**src/rtl/br_ram_init_arbiter.sv**
```systemverilog
// Owns the RAM ports: starts the initializer, forwards its write stream, then opens user traffic.
// Watches the initializer protocol (in-order addresses, exactly Depth writes) and flags violations stickily.
module br_ram_init_arbiter #(
    parameter int Depth = 2,
    parameter int Width = 1,
    parameter bit InitOnReset = 1'b1,
    localparam int AddressWidth = $clog2(Depth)
) (
    input  logic                    clk,
    input  logic                    rst,
    input  logic                    init_req,
    output logic                    init_done,
    output logic                    init_err,
    output logic                    ini_start,
    input  logic                    ini_busy,
    input  logic                    ini_wr_valid,
    input  logic [AddressWidth-1:0] ini_wr_addr,
    input  logic [Width-1:0]        ini_wr_data,
    input  logic                    usr_wr_valid,
    output logic                    usr_wr_ready,
    input  logic [AddressWidth-1:0] usr_wr_addr,
    input  logic [Width-1:0]        usr_wr_data,
    input  logic                    usr_rd_valid,
    output logic                    usr_rd_ready,
    input  logic [AddressWidth-1:0] usr_rd_addr,
    output logic                    ram_wr_valid,
    output logic [AddressWidth-1:0] ram_wr_addr,
    output logic [Width-1:0]        ram_wr_data,
    output logic                    ram_rd_valid,
    output logic [AddressWidth-1:0] ram_rd_addr
);

    localparam int CountWidth = AddressWidth + 1;
    localparam logic [CountWidth-1:0] DepthCount = CountWidth'(Depth);

    typedef enum logic [1:0] {
        IDLE  = 2'd0,
        START = 2'd1,
        INIT  = 2'd2,
        DONE  = 2'd3
    } state_t;

    state_t state_q, state_d;

    logic [CountWidth-1:0] exp_addr;
    logic [CountWidth-1:0] exp_addr_inc;
    logic [CountWidth-1:0] exp_addr_final;
    logic                  seen_busy;
    logic                  busy_fall;
    logic                  addr_err;
    logic                  count_err;
    logic                  stray_err;
    logic                  usr_wr_fire;

    always_comb begin
        state_d   = state_q;
        ini_start = 1'b0;
        init_done = 1'b0;
        case (state_q)
            IDLE: begin
                if (InitOnReset || init_req) begin
                    state_d = START;
                end
            end
            START: begin
                ini_start = 1'b1;
                state_d   = INIT;
            end
            INIT: begin
                if (busy_fall) begin
                    state_d = DONE;
                end
            end
            DONE: begin
                init_done = 1'b1;
                if (init_req) begin
                    state_d = START;
                end
            end
            default: state_d = IDLE;
        endcase
    end

    assign busy_fall    = seen_busy && !ini_busy;
    assign usr_wr_ready = (state_q == DONE);
    assign usr_rd_ready = (state_q == DONE);
    assign usr_wr_fire  = usr_wr_valid && usr_wr_ready;
    assign ram_rd_valid = usr_rd_valid && (state_q == DONE);
    assign ram_rd_addr  = usr_rd_addr;

    // Saturate rather than wrap so an overlong write burst can never look correct again.
    assign exp_addr_inc   = (exp_addr == '1) ? exp_addr : exp_addr + CountWidth'(1);
    assign exp_addr_final = ini_wr_valid ? exp_addr_inc : exp_addr;

    assign addr_err  = (state_q == INIT) && ini_wr_valid && ({1'b0, ini_wr_addr} != exp_addr);
    assign count_err = (state_q == INIT) && busy_fall && (exp_addr_final != DepthCount);
    assign stray_err = ini_wr_valid && ((state_q == IDLE) || (state_q == DONE));

    always_ff @(posedge clk) begin
        if (rst) begin
            state_q      <= IDLE;
            exp_addr     <= '0;
            seen_busy    <= 1'b0;
            init_err     <= 1'b0;
            ram_wr_valid <= 1'b0;
            ram_wr_addr  <= '0;
            ram_wr_data  <= '0;
        end else begin
            state_q <= state_d;

            if (addr_err || count_err || stray_err) begin
                init_err <= 1'b1;
            end

            if (state_q == START) begin
                exp_addr  <= '0;
                seen_busy <= 1'b0;
            end else if (state_q == INIT) begin
                if (ini_busy) begin
                    seen_busy <= 1'b1;
                end
                exp_addr <= exp_addr_final;
            end

            if (state_q == INIT) begin
                ram_wr_valid <= ini_wr_valid;
                ram_wr_addr  <= ini_wr_addr;
                ram_wr_data  <= ini_wr_data;
            end else if (usr_wr_fire) begin
                ram_wr_valid <= 1'b1;
                ram_wr_addr  <= usr_wr_addr;
                ram_wr_data  <= usr_wr_data;
            end else begin
                ram_wr_valid <= 1'b0;
            end
        end
    end

endmodule

```
**config.mk**
```make
export PLATFORM = sky130hd
export DESIGN_NAME = br_ram_init_arbiter
export DESIGN_NICKNAME = d
export VERILOG_FILES = /design/src/rtl/br_ram_init_arbiter.sv
export SDC_FILE = /design/constraint.sdc
export NUM_CORES = 1
export LEC_CHECK = 0
export BUFFER_PORTS_ARGS = -buffer_cell sky130_fd_sc_hd__buf_2
export CAP_MARGIN = 20
export CORE_AREA = 3 3 40 42
export DETAILED_ROUTE_END_ITERATION = 16
export DIE_AREA = 0 0 43 45
export MAX_ROUTING_LAYER = met4
export PLACE_DENSITY = 0.7
export SLEW_MARGIN = 20
export SYNTH_ARGS = -nofsm -noshare
export SYNTH_HDL_FRONTEND = slang
export SYNTH_SLANG_ARGS = --single-unit
```
**constraint.sdc**
```tcl
create_clock -name clk -period 1.9 [get_ports clk]
set_clock_uncertainty 0.2 [all_clocks]
set_input_delay 0.19 -clock clk [delete_from_list [all_inputs] [get_ports clk]]
set_output_delay 0.19 -clock clk [all_outputs]
set_load 0.005 [all_outputs]
```
**After elaboration in Yosys (flattened, before gate mapping)**

Index checks and enable logic that the tools add are counted.

- Register bits after elaboration: 9
- Input bits: 12
- Output and inout bits: 10
- Logic and storage cells: 46

- Add/sub/neg operators: 1
- Equal/unequal tests: 8
- Mux-type cells: 13
- Reductions and logical operators: 17

Operator list:

| kind | count |
|---|---|
| $logic_and 1x1->1 | 8 |
| $mux 1 | 8 |
| $mux 2 | 4 |
| $pmux 2 s4 | 1 |
| $eq 2x2->1 const B | 3 |
| $ne 2x2->1 const B | 3 |
| $reduce_and 2->1 | 2 |
| $logic_or 1x1->1 | 3 |
| $add 2x1->2 const B | 1 |
| $eq 2x1->1 const B | 1 |
| $logic_not 2->1 | 1 |
| $ne 1x2->1 | 1 |
| $reduce_bool 2->1 | 1 |
| $reduce_or 2->1 | 1 |
| $logic_not 1->1 | 1 |

**Logic depth before layout (Yosys ltp)**

Gate-level depths: netlist of the first run.

- Depth in word-level cells: 7
- Gate-level depth with buffers: 5
- Mapped depth without buffers: 5

**Least setup slack after synthesis of the first run**

Ideal clock, no wire load.

- Kind: flip-flop to flip-flop
- From: register state_q[0]
- To: register state_q[0]
- Setup time: 135 ps
- Data arrival time: 1076 ps
- Required time: 1565 ps
- Slack: 489 ps
- Stages on the path, launching flop included: 6
- Path buffers: 1
- Period minus slack after synthesis: 1411 ps
- Cells stage by stage: dfxtp_1 -> inv_1 -> ha_1 -> buf_4 -> a211oi_1 -> a211oi_1

- Longest elaborated chain between the ends: 3
- Elaborated cells between the ends (all ways): 8
- Classes of those cells: eq/ne: 5; mux: 1; reduce/logical: 2

Ends and longest elaborated chain:

| what | line | text |
|---|---|---|
| from (decl) | 43 | `state_t state_q, state_d;` |
| from (signal assigned) | 109 | `state_q <= state_d;` |
| $eq 2x2->1 | 59 | `case (state_q)` |
| $ne 2x2->1 (no source line) | - |  |
| $reduce_and 2->1 (no source line) | - |  |

Several ways; a longest one is shown, not always the timed one.
A chain may end at the register's enable or synchronous reset.

**Worst setup path in the final report of the first run**

- From: register state_q[0]
- To: register exp_addr[0]

- Longest elaborated chain between the ends: 2
- Elaborated cells between the ends (all ways): 3
- Classes of those cells: eq/ne: 2; reduce/logical: 1

Ends and longest elaborated chain:

| what | line | text |
|---|---|---|
| $eq 2x1->1 | 115 | `if (state_q == START) begin` |
| $reduce_or 2->1 (no source line) | - |  |
| to (signal assigned) | 122 | `exp_addr <= exp_addr_final;` |
| to (decl) | 45 | `logic [CountWidth-1:0] exp_addr;` |

Several ways; a longest one is shown, not always the timed one.

==> results of run 1 <==
==> cell type report <==
type,count,area (um^2)
tap,15,18.77
inverter,4,15.01
fill,139,655.6
sequential,9,180.2
timing repair buffer,19,95.09
multi-input combinational,39,294.0
clock buffer,4,26.28
==> state kept, by name (all words and copies together) (netlist names) <==
register,cells
exp_addr,2
init_err,1
ram_wr_addr,1
ram_wr_data,1
ram_wr_valid,1
seen_busy,1
state_q,2
==> per-layer routing <==
layer	vias to the layer above	share of wire	track usage
li1	238	-	-
met1	194	0.48	0.1533
met2	15	0.40	0.1976
met3	5	0.086	0.06773
met4	0	0.027	0.09036
met5	-	0	-
==> final timing paths <==
check	startpoint	endpoint	slack, ns	cells after the start
hold reg to reg	state_q[0]$_SDFFE_PP0P_	state_q[0]$_SDFFE_PP0P_	0.34	2
setup reg to reg	state_q[0]$_SDFFE_PP0P_	exp_addr[0]$_SDFFE_PP0N_	0.25	5
hold / removal	rst	exp_addr[0]$_SDFFE_PP0N_	0.02	2
setup / recovery	state_q[0]$_SDFFE_PP0P_	exp_addr[0]$_SDFFE_PP0N_	0.25	5
==> stage by stage <==
step                      worst slack (ns)  hold WS [ns]
after global routing               0.09999       0.02550
after global placement              0.3180        0.1800
after CTS                           0.2590       0.01049
after detailed placement            0.2699        0.1800
after floorplan                     0.4888        0.1784
final                               0.2527       0.01791
==> power by group through the flow <==
stage	Combinational, W	Sequential (W)	Clock, W
after floorplan	0.000237	0.000282	0
after CTS	0.000317	0.000280	0.000161
after global placement	0.000312	0.000282	0
after detailed placement	0.000312	0.000284	0
final	0.000315	0.000281	0.000152
after global routing	0.000363	0.000288	0.000167
==> cell usage in the layout, fill, tap and decap left out, drive strengths merged <==
cell type and n:
buf 19, dfxtp 9, a211oi 6, inv 4
nor3 4, ha 4, clkbuf 4, nor2b 3
a21oi 3, nand2 2, nor2 2, and3 2
nand3 2, and2 1, o21a 1, nand2b 1
a21o 1, a31oi 1, a2111oi 1, xor2 1
nor3b 1, nand3b 1, nand4bb 1, a41oi 1
==> kinds of logic (layout without fill, tap and decap cells) <==
group	Yosys count	after routing	synth area share
and+or+nand+nor	20	20	0.2295
AOI/OAI and AO/OA	14	14	0.2108
buffers and inverters	10	27	0.1124
DFF	9	9	0.3372
adders and majority gates	4	4	0.09368
xor gates and xnor gates	1	1	0.01640
==> run metrics, run 1 <==
DP Area 603.1 um^2; CP max stage cell dfxtp_1; synthesized area 534.3 um^2; Hold Crit Class in -> reg; Final Non-Filler Cells 90; cells along the critical path inv_1, ha_1, nand2_1, nor2_1, a2111oi_2; peak supply drop 0.5693 mV; Post-synth ARST share 0; clk_lat worst skew 0.27 ns; Final Hold Fails 0; # setup viols final 0; WL/cell 12.00 um; final WL 1080 um; Worst Path Buf+Inv 1; period utilization 0.8670; Required @ worst endpoint 1.87 ns; cts hold-fix bufs 0; fin crit period 1.647 ns; Worst EP arrival 1.62 ns; die span in x 43 um; Design Area, Final 629.4 um^2; synth unique cells 25; Die H 45 um; Via density 5.022; Crit Path Class reg -> reg; CP top delay family flip-flops; Antenna Nets Post-Route 0; Die ar. 1935 um^2; initial antenna violation count 0; Syn Area/Cell 9.211 um^2; combinational share of power 0.421; layout cells sized above 1 0.3333; synthesized flop and latch total 9; Max H-tree Level 1; sequential element share of the synthesized area 0.3372; # nets final 92; Sw Pwr 0.0002764 W; Yosys top cell area share 0.3372; Slew headroom 0.6850; Core Region 1285 um^2; worst-margin pin slew 0.4725 ns; Post-Syn Nets 74; max_cap viols 0; Switching Share 0.3698; CTS max path bufs 2; diodes inserted 0; Cells after DPL 86; RSZ-0062 raised after global routing no; Max Clk Rate 607.0 MHz; IO Port Bufs 19; # resized after CTS 0; Flop pwr share 0.375; Top FF cell, synth dfxtp_1; synth warn 0; most instantiated library cell after synthesis dfxtp_1; Leak Pwr 0.2995 nW; Synth top cells by count 9 x dfxtp_1, 6 x a211oi_1; Initial Util 0.4158; outcome finished, final reports clean; post-CTS setup buffers 0; Max FO, Critical Path 15; Root Driver clkbuf_4; setup_tns 0 ns; initial drt markers 5; CP Launch Type flop; PwrDens 1188 nW/um^2; Vias 452; Post-Syn Instances 58; ranking of synthesized cells by area dfxtp_1 34%, ha_1 9.4%, a211oi_1 8.4%; gr usage total 0.1386; GRT Residual Overflow 0; drt drc 0; clk sink count 9; internal power 0.0004711 W; vias in the first global route 443; EDFF count, synth 0; RePlAce Congestion 0.7274; CTS tree yes; P&R area growth vs syn 17.80%; Layout Utilization 0.4898; post-synth top area cell dfxtp_1; std cell rows 13; CTS clock-pin slew for the worst setup and hold paths 0.06 ns; Ports 22; Critical Path Max Stage Delay 0.38 ns; first-pass GRT wire length 1876 um; final slew viol count 0; clock network fraction of total power 0.203; kind of end point of the critical path flop; 1st-pass router iterations 2; TritonCTS Buffers 3; largest net degree at the start of global routing 16; Final Total Pwr 0.0007475 W
Power figures use the tool's default switching activity.
==> inputs of run 2 (changes only) <==
CORE_AREA = unset   (was 3 3 40 42)
CORE_MARGIN = 3   (was unset)
CORE_UTILIZATION = 25   (was unset)
DIE_AREA = unset   (was 0 0 43 45)
PLACE_DENSITY = 0.48   (was 0.7)
==> run 2 against run 1 <==
Clock-buffer cell count did not move. Cell count is 13% higher. Critical endpoint unchanged. Global-route usage is 4.7 points lower. Largest cell class unchanged. Critical path type unchanged. Largest power group unchanged. First-iteration DRC count shrank 20%. Combinational power is 1% higher.
==> run metrics, run 2 (same netlist as run 1, synthesis figures left out) <==
Layout Utilization 0.3219; final WL 1107 um; Crit Path Class reg -> reg; Worst EP arrival 1.62 ns; CP max stage cell dfxtp_1; TritonCTS Buffers 3; fin crit period 1.658 ns; Die ar. 2728 um^2; layout cells sized above 1 0.3333; Leak Pwr 0.2995 nW; Setup WS pre-CTS 0.2313 ns; max_cap viols 0; Ports 22; Max Clk Rate 603.2 MHz; GRT Residual Overflow 0; clk sink count 9; Max FO, Critical Path 15; setup_tns 0 ns; Root Driver clkbuf_4; std cell rows 16; initial drt markers 4; Worst R2R Setup Slack 0.24 ns; CTS clock-pin slew for the worst setup and hold paths 0.06 ns; RePlAce Congestion 0.7869; Fin Hold WS 0.02331 ns; Die H 52.23 um; Storage cell area 180.2 um^2; largest net degree at the start of global routing 16; Slew headroom 0.7011; commonest non-fill, non-tap cell in the layout buf_2; Max H-tree Level 1; kind of end point of the critical path flop; final slew viol count 0; Required @ worst endpoint 1.86 ns; diodes inserted 0; # resized after CTS 0; cells along the critical path inv_1, ha_1, nand2_1, nor2_1, a2111oi_2; Vias 457; initial antenna violation count 0; clk_lat worst skew 0.26 ns; # nets final 92; CTS tree yes; Final Hold Fails 0; CP Launch Type flop; period utilization 0.8726; Core Region 2002 um^2; gr usage total 0.09191; Initial Util 0.2669; setup ws final 0.2421 ns; Layout fillers 224; outcome finished, final reports clean; Via density 4.480; cts hold-fix bufs 0; multi-input logic area 294.0 um^2; die span in x 52.23 um; post-CTS setup buffers 0; IO Port Bufs 19; RSZ-0062 raised after global routing no; peak supply drop 0.5773 mV; Top Registers exp_addr x2, state_q x2; CTS max path bufs 2; drt drc 0; first-pass GRT wire length 1683 um; Hold Crit Class in -> reg; Antenna Nets Post-Route 0; DPL Wire Length 875.4 um; 1st-pass router iterations 4; # setup viols final 0; vias in the first global route 365; worst-margin pin slew 0.4483 ns; PwrDens 1160 nW/um^2; Critical Path Max Stage Delay 0.38 ns; commonest cells after routing, fill and taps aside 19 x buf_2, 9 x dfxtp_1, 6 x a211oi_1; WL/cell 10.85 um; P&R area growth vs syn 20.61%
-- run 2: cell counts in the layout (fill, tap and decap cells not counted) --
No cell type changed its count.
-- run 2: cell type report --
type                            instances  share of cell area
Clock buffer                            4             0.04078
Inverter                                4             0.02330
Multi-Input combinational cell         39              0.4563
Sequential cell                         9              0.2796
Tap cell                               27             0.05243
Timing Repair Buffer                   19              0.1476
-- run 2: critical path, delay by kind of cell, from the launching register on --
family                   cells  cell delay, ns
flip-flops                   1            0.38
buffers and inverters        1            0.08
adder cells (fa/ha/maj)      1            0.36
AND/OR/NAND/NOR              2            0.20
AO/OA/AOI/OAI                1            0.34
-- run 2: final timing paths --
path,start,to,cells past startpoint
worst min-delay path,ini_wr_data,ram_wr_data$_SDFFE_PP0P_,3
worst max-delay path,state_q[0]$_SDFFE_PP0P_,exp_addr[0]$_SDFFE_PP0N_,5
worst min register to register,ram_wr_addr$_SDFFE_PP0P_,ram_wr_addr$_SDFFE_PP0P_,2
worst max register to register,state_q[0]$_SDFFE_PP0P_,exp_addr[0]$_SDFFE_PP0N_,5
-- run 2: layer usage --
metal  GRT usage  part of all wire
met4     0.02553            0.0090
met2      0.1109              0.47
met3     0.06268             0.077
met5           -                 0
met1      0.1209              0.44
-- run 2: power breakdown --
part / switching (W) / leakage [nW] / internal (W)
combinational: 0.000170 / 0.211 / 0.000149
clock: 0.0000664 / 0.0150 / 0.0000809
sequential: 0.0000396 / 0.0739 / 0.000242
-- run 2: metrics by stage --
step	total power [W]	instance area (um^2)	std cells
6_report	0.0007477	644.4	102
3_5_place_dp	0.0006063	618.1	98
4_1_cts	0.0007583	644.4	102
5_1_grt	0.0008125	644.4	102
2_1_floorplan	0.0005193	534.3	58
3_3_place_gp	0.0006052	618.1	98
==> inputs of run 3 (changes only) <==
PLACE_DENSITY = 0.53   (was 0.48)
clock period = 1.85 ns   (was 1.9 ns; I/O delays follow)
==> run 3 against run 2 <==
Power grew 2.9%. Non-clock buffer count did not move. Via count increased by 0.88%. Combinational power grew 2%. Die area unchanged. Wire length increased by 4.5%. Critical endpoint unchanged.
==> run metrics, run 3 (same netlist as run 1, synthesis figures left out) <==
outcome finished, final reports clean; GRT Residual Overflow 0; Root Driver clkbuf_4; CTS tree yes; crit path launch state_q[0]$_SDFFE_PP0P_; clk sink count 9; Ports 22; first-pass GRT wire length 1794 um; peak supply drop 0.3688 mV; CTS clock-pin slew for the worst setup and hold paths 0.06 ns; 1st-pass router iterations 4; DP Area 618.1 um^2; final WL 1157 um; Fin Hold WS 0.02738 ns; CTS max path bufs 2; Worst Path Buf+Inv 1; Max H-tree Level 1; Vias 461; Slew headroom 0.6686; Hold Crit Class in -> reg; Layout fillers 216; PwrDens 1194 nW/um^2; Storage cell area 180.2 um^2; largest net degree at the start of global routing 16; RePlAce Congestion 0.7350; layout cells sized above 1 0.3333; RSZ-0062 raised after global routing no; DPL Wire Length 828.6 um; Setup WS pre-CTS 0.1947 ns; Top Registers exp_addr x2, state_q x2; Die ar. 2728 um^2; Worst R2R Setup Slack 0.19 ns; vias in the first global route 405; multi-input logic area 294.0 um^2; # resized after CTS 0; # setup viols final 0; Final Hold Fails 0; Max Clk Rate 602.7 MHz; TritonCTS Buffers 3; Max FO, Critical Path 15; setup ws final 0.1908 ns; IO Port Bufs 19; Design Area, Final 644.4 um^2; Critical Path Max Stage Delay 0.38 ns; commonest non-fill, non-tap cell in the layout buf_2; Worst EP arrival 1.63 ns; Critical Path Sink exp_addr[0]$_SDFFE_PP0N_; r2r endpoint exp_addr[0]$_SDFFE_PP0N_; worst-margin pin slew 0.4971 ns; clk_lat worst skew 0.26 ns; die span in x 52.23 um; Via density 4.520; Crit Path Class reg -> reg; setup_tns 0 ns; Antenna Nets Post-Route 0; CP Depth 5; CP top delay family flip-flops; Initial Util 0.2669; cts hold-fix bufs 0; WL/cell 11.34 um; commonest cells after routing, fill and taps aside 19 x buf_2, 9 x dfxtp_1, 6 x a211oi_1; Final Total Pwr 0.0007691 W; P&R area growth vs syn 20.61%; CP max stage cell dfxtp_1; FF-to-FF Start state_q[0]$_SDFFE_PP0P_; drt drc 0; fin crit period 1.659 ns; post-CTS setup buffers 0; Core Region 2002 um^2; Die H 52.23 um; final slew viol count 0; diodes inserted 0; Required @ worst endpoint 1.82 ns; gr usage total 0.09373; Leak Pwr 0.2995 nW; initial drt markers 6; period utilization 0.8969; std cell rows 16; max_cap viols 0; cells along the critical path inv_1, ha_1, nand2_1, nor2_1, a2111oi_2; CP Launch Type flop; kind of end point of the critical path flop; initial antenna violation count 0; # nets final 92; reg2reg path depth 5
[run 3: cell counts in the layout (fill, tap and decap cells not counted)]
Identical to the previous run, type by type.
[run 3: through the flow]
stage          std cells    util
6_report             102  0.3219
5_1_grt              102  0.3219
4_1_cts              102  0.3219
3_5_place_dp          98  0.3088
3_3_place_gp          98  0.3088
2_1_floorplan         58       -
[run 3: area by class of cell]
cell class | count | share of cell area
inverter | 4 | 0.02330
clock buffer | 4 | 0.04078
sequential | 9 | 0.2796
multi-input combinational | 39 | 0.4563
timing repair buffer | 19 | 0.1476
tap | 27 | 0.05243
[run 3: power breakdown]
group / total [W] / switching [W] / internal [W]
clock network: 0.000155 / 0.0000715 / 0.0000833
logic: 0.000326 / 0.000174 / 0.000152
registers: 0.000288 / 0.0000399 / 0.000248
total: 0.000769 / 0.000286 / 0.000484
[run 3: worst min-delay path by stage]
stage | start | endpoint | cells after the start | slack (ns)
2_1_floorplan | ini_wr_addr | ram_wr_addr$_SDFFE_PP0P_ | 2 | 0.17
3_3_place_gp | usr_rd_addr | ram_rd_addr | 0 | 0.17
4_1_cts | ini_wr_data | ram_wr_data$_SDFFE_PP0P_ | 3 | 0.02
6_report | ini_wr_data | ram_wr_data$_SDFFE_PP0P_ | 3 | 0.03
5_1_grt | ini_wr_data | ram_wr_data$_SDFFE_PP0P_ | 3 | 0.03
3_5_place_dp | usr_rd_addr | ram_rd_addr | 0 | 0.17
[run 3: per-layer routing]
layer / vias to the layer above / wire length, um / GRT usage
met5: - / 0 / -
met2: 22 / 483 / 0.1255
met1: 201 / 549 / 0.1192
li1: 236 / - / -
met3: 2 / 111 / 0.04558
met4: 0 / 12 / 0.03830
[run 3: worst register-to-register path, delay by kind of cell, from the launching register on]
kind                     cells  cell delay, ns
adder cells (fa/ha/maj)      1            0.38
AO/OA/AOI/OAI                1            0.33
buffers and inverters        1            0.07
AND/OR/NAND/NOR              2            0.21
flip-flops                   1            0.38
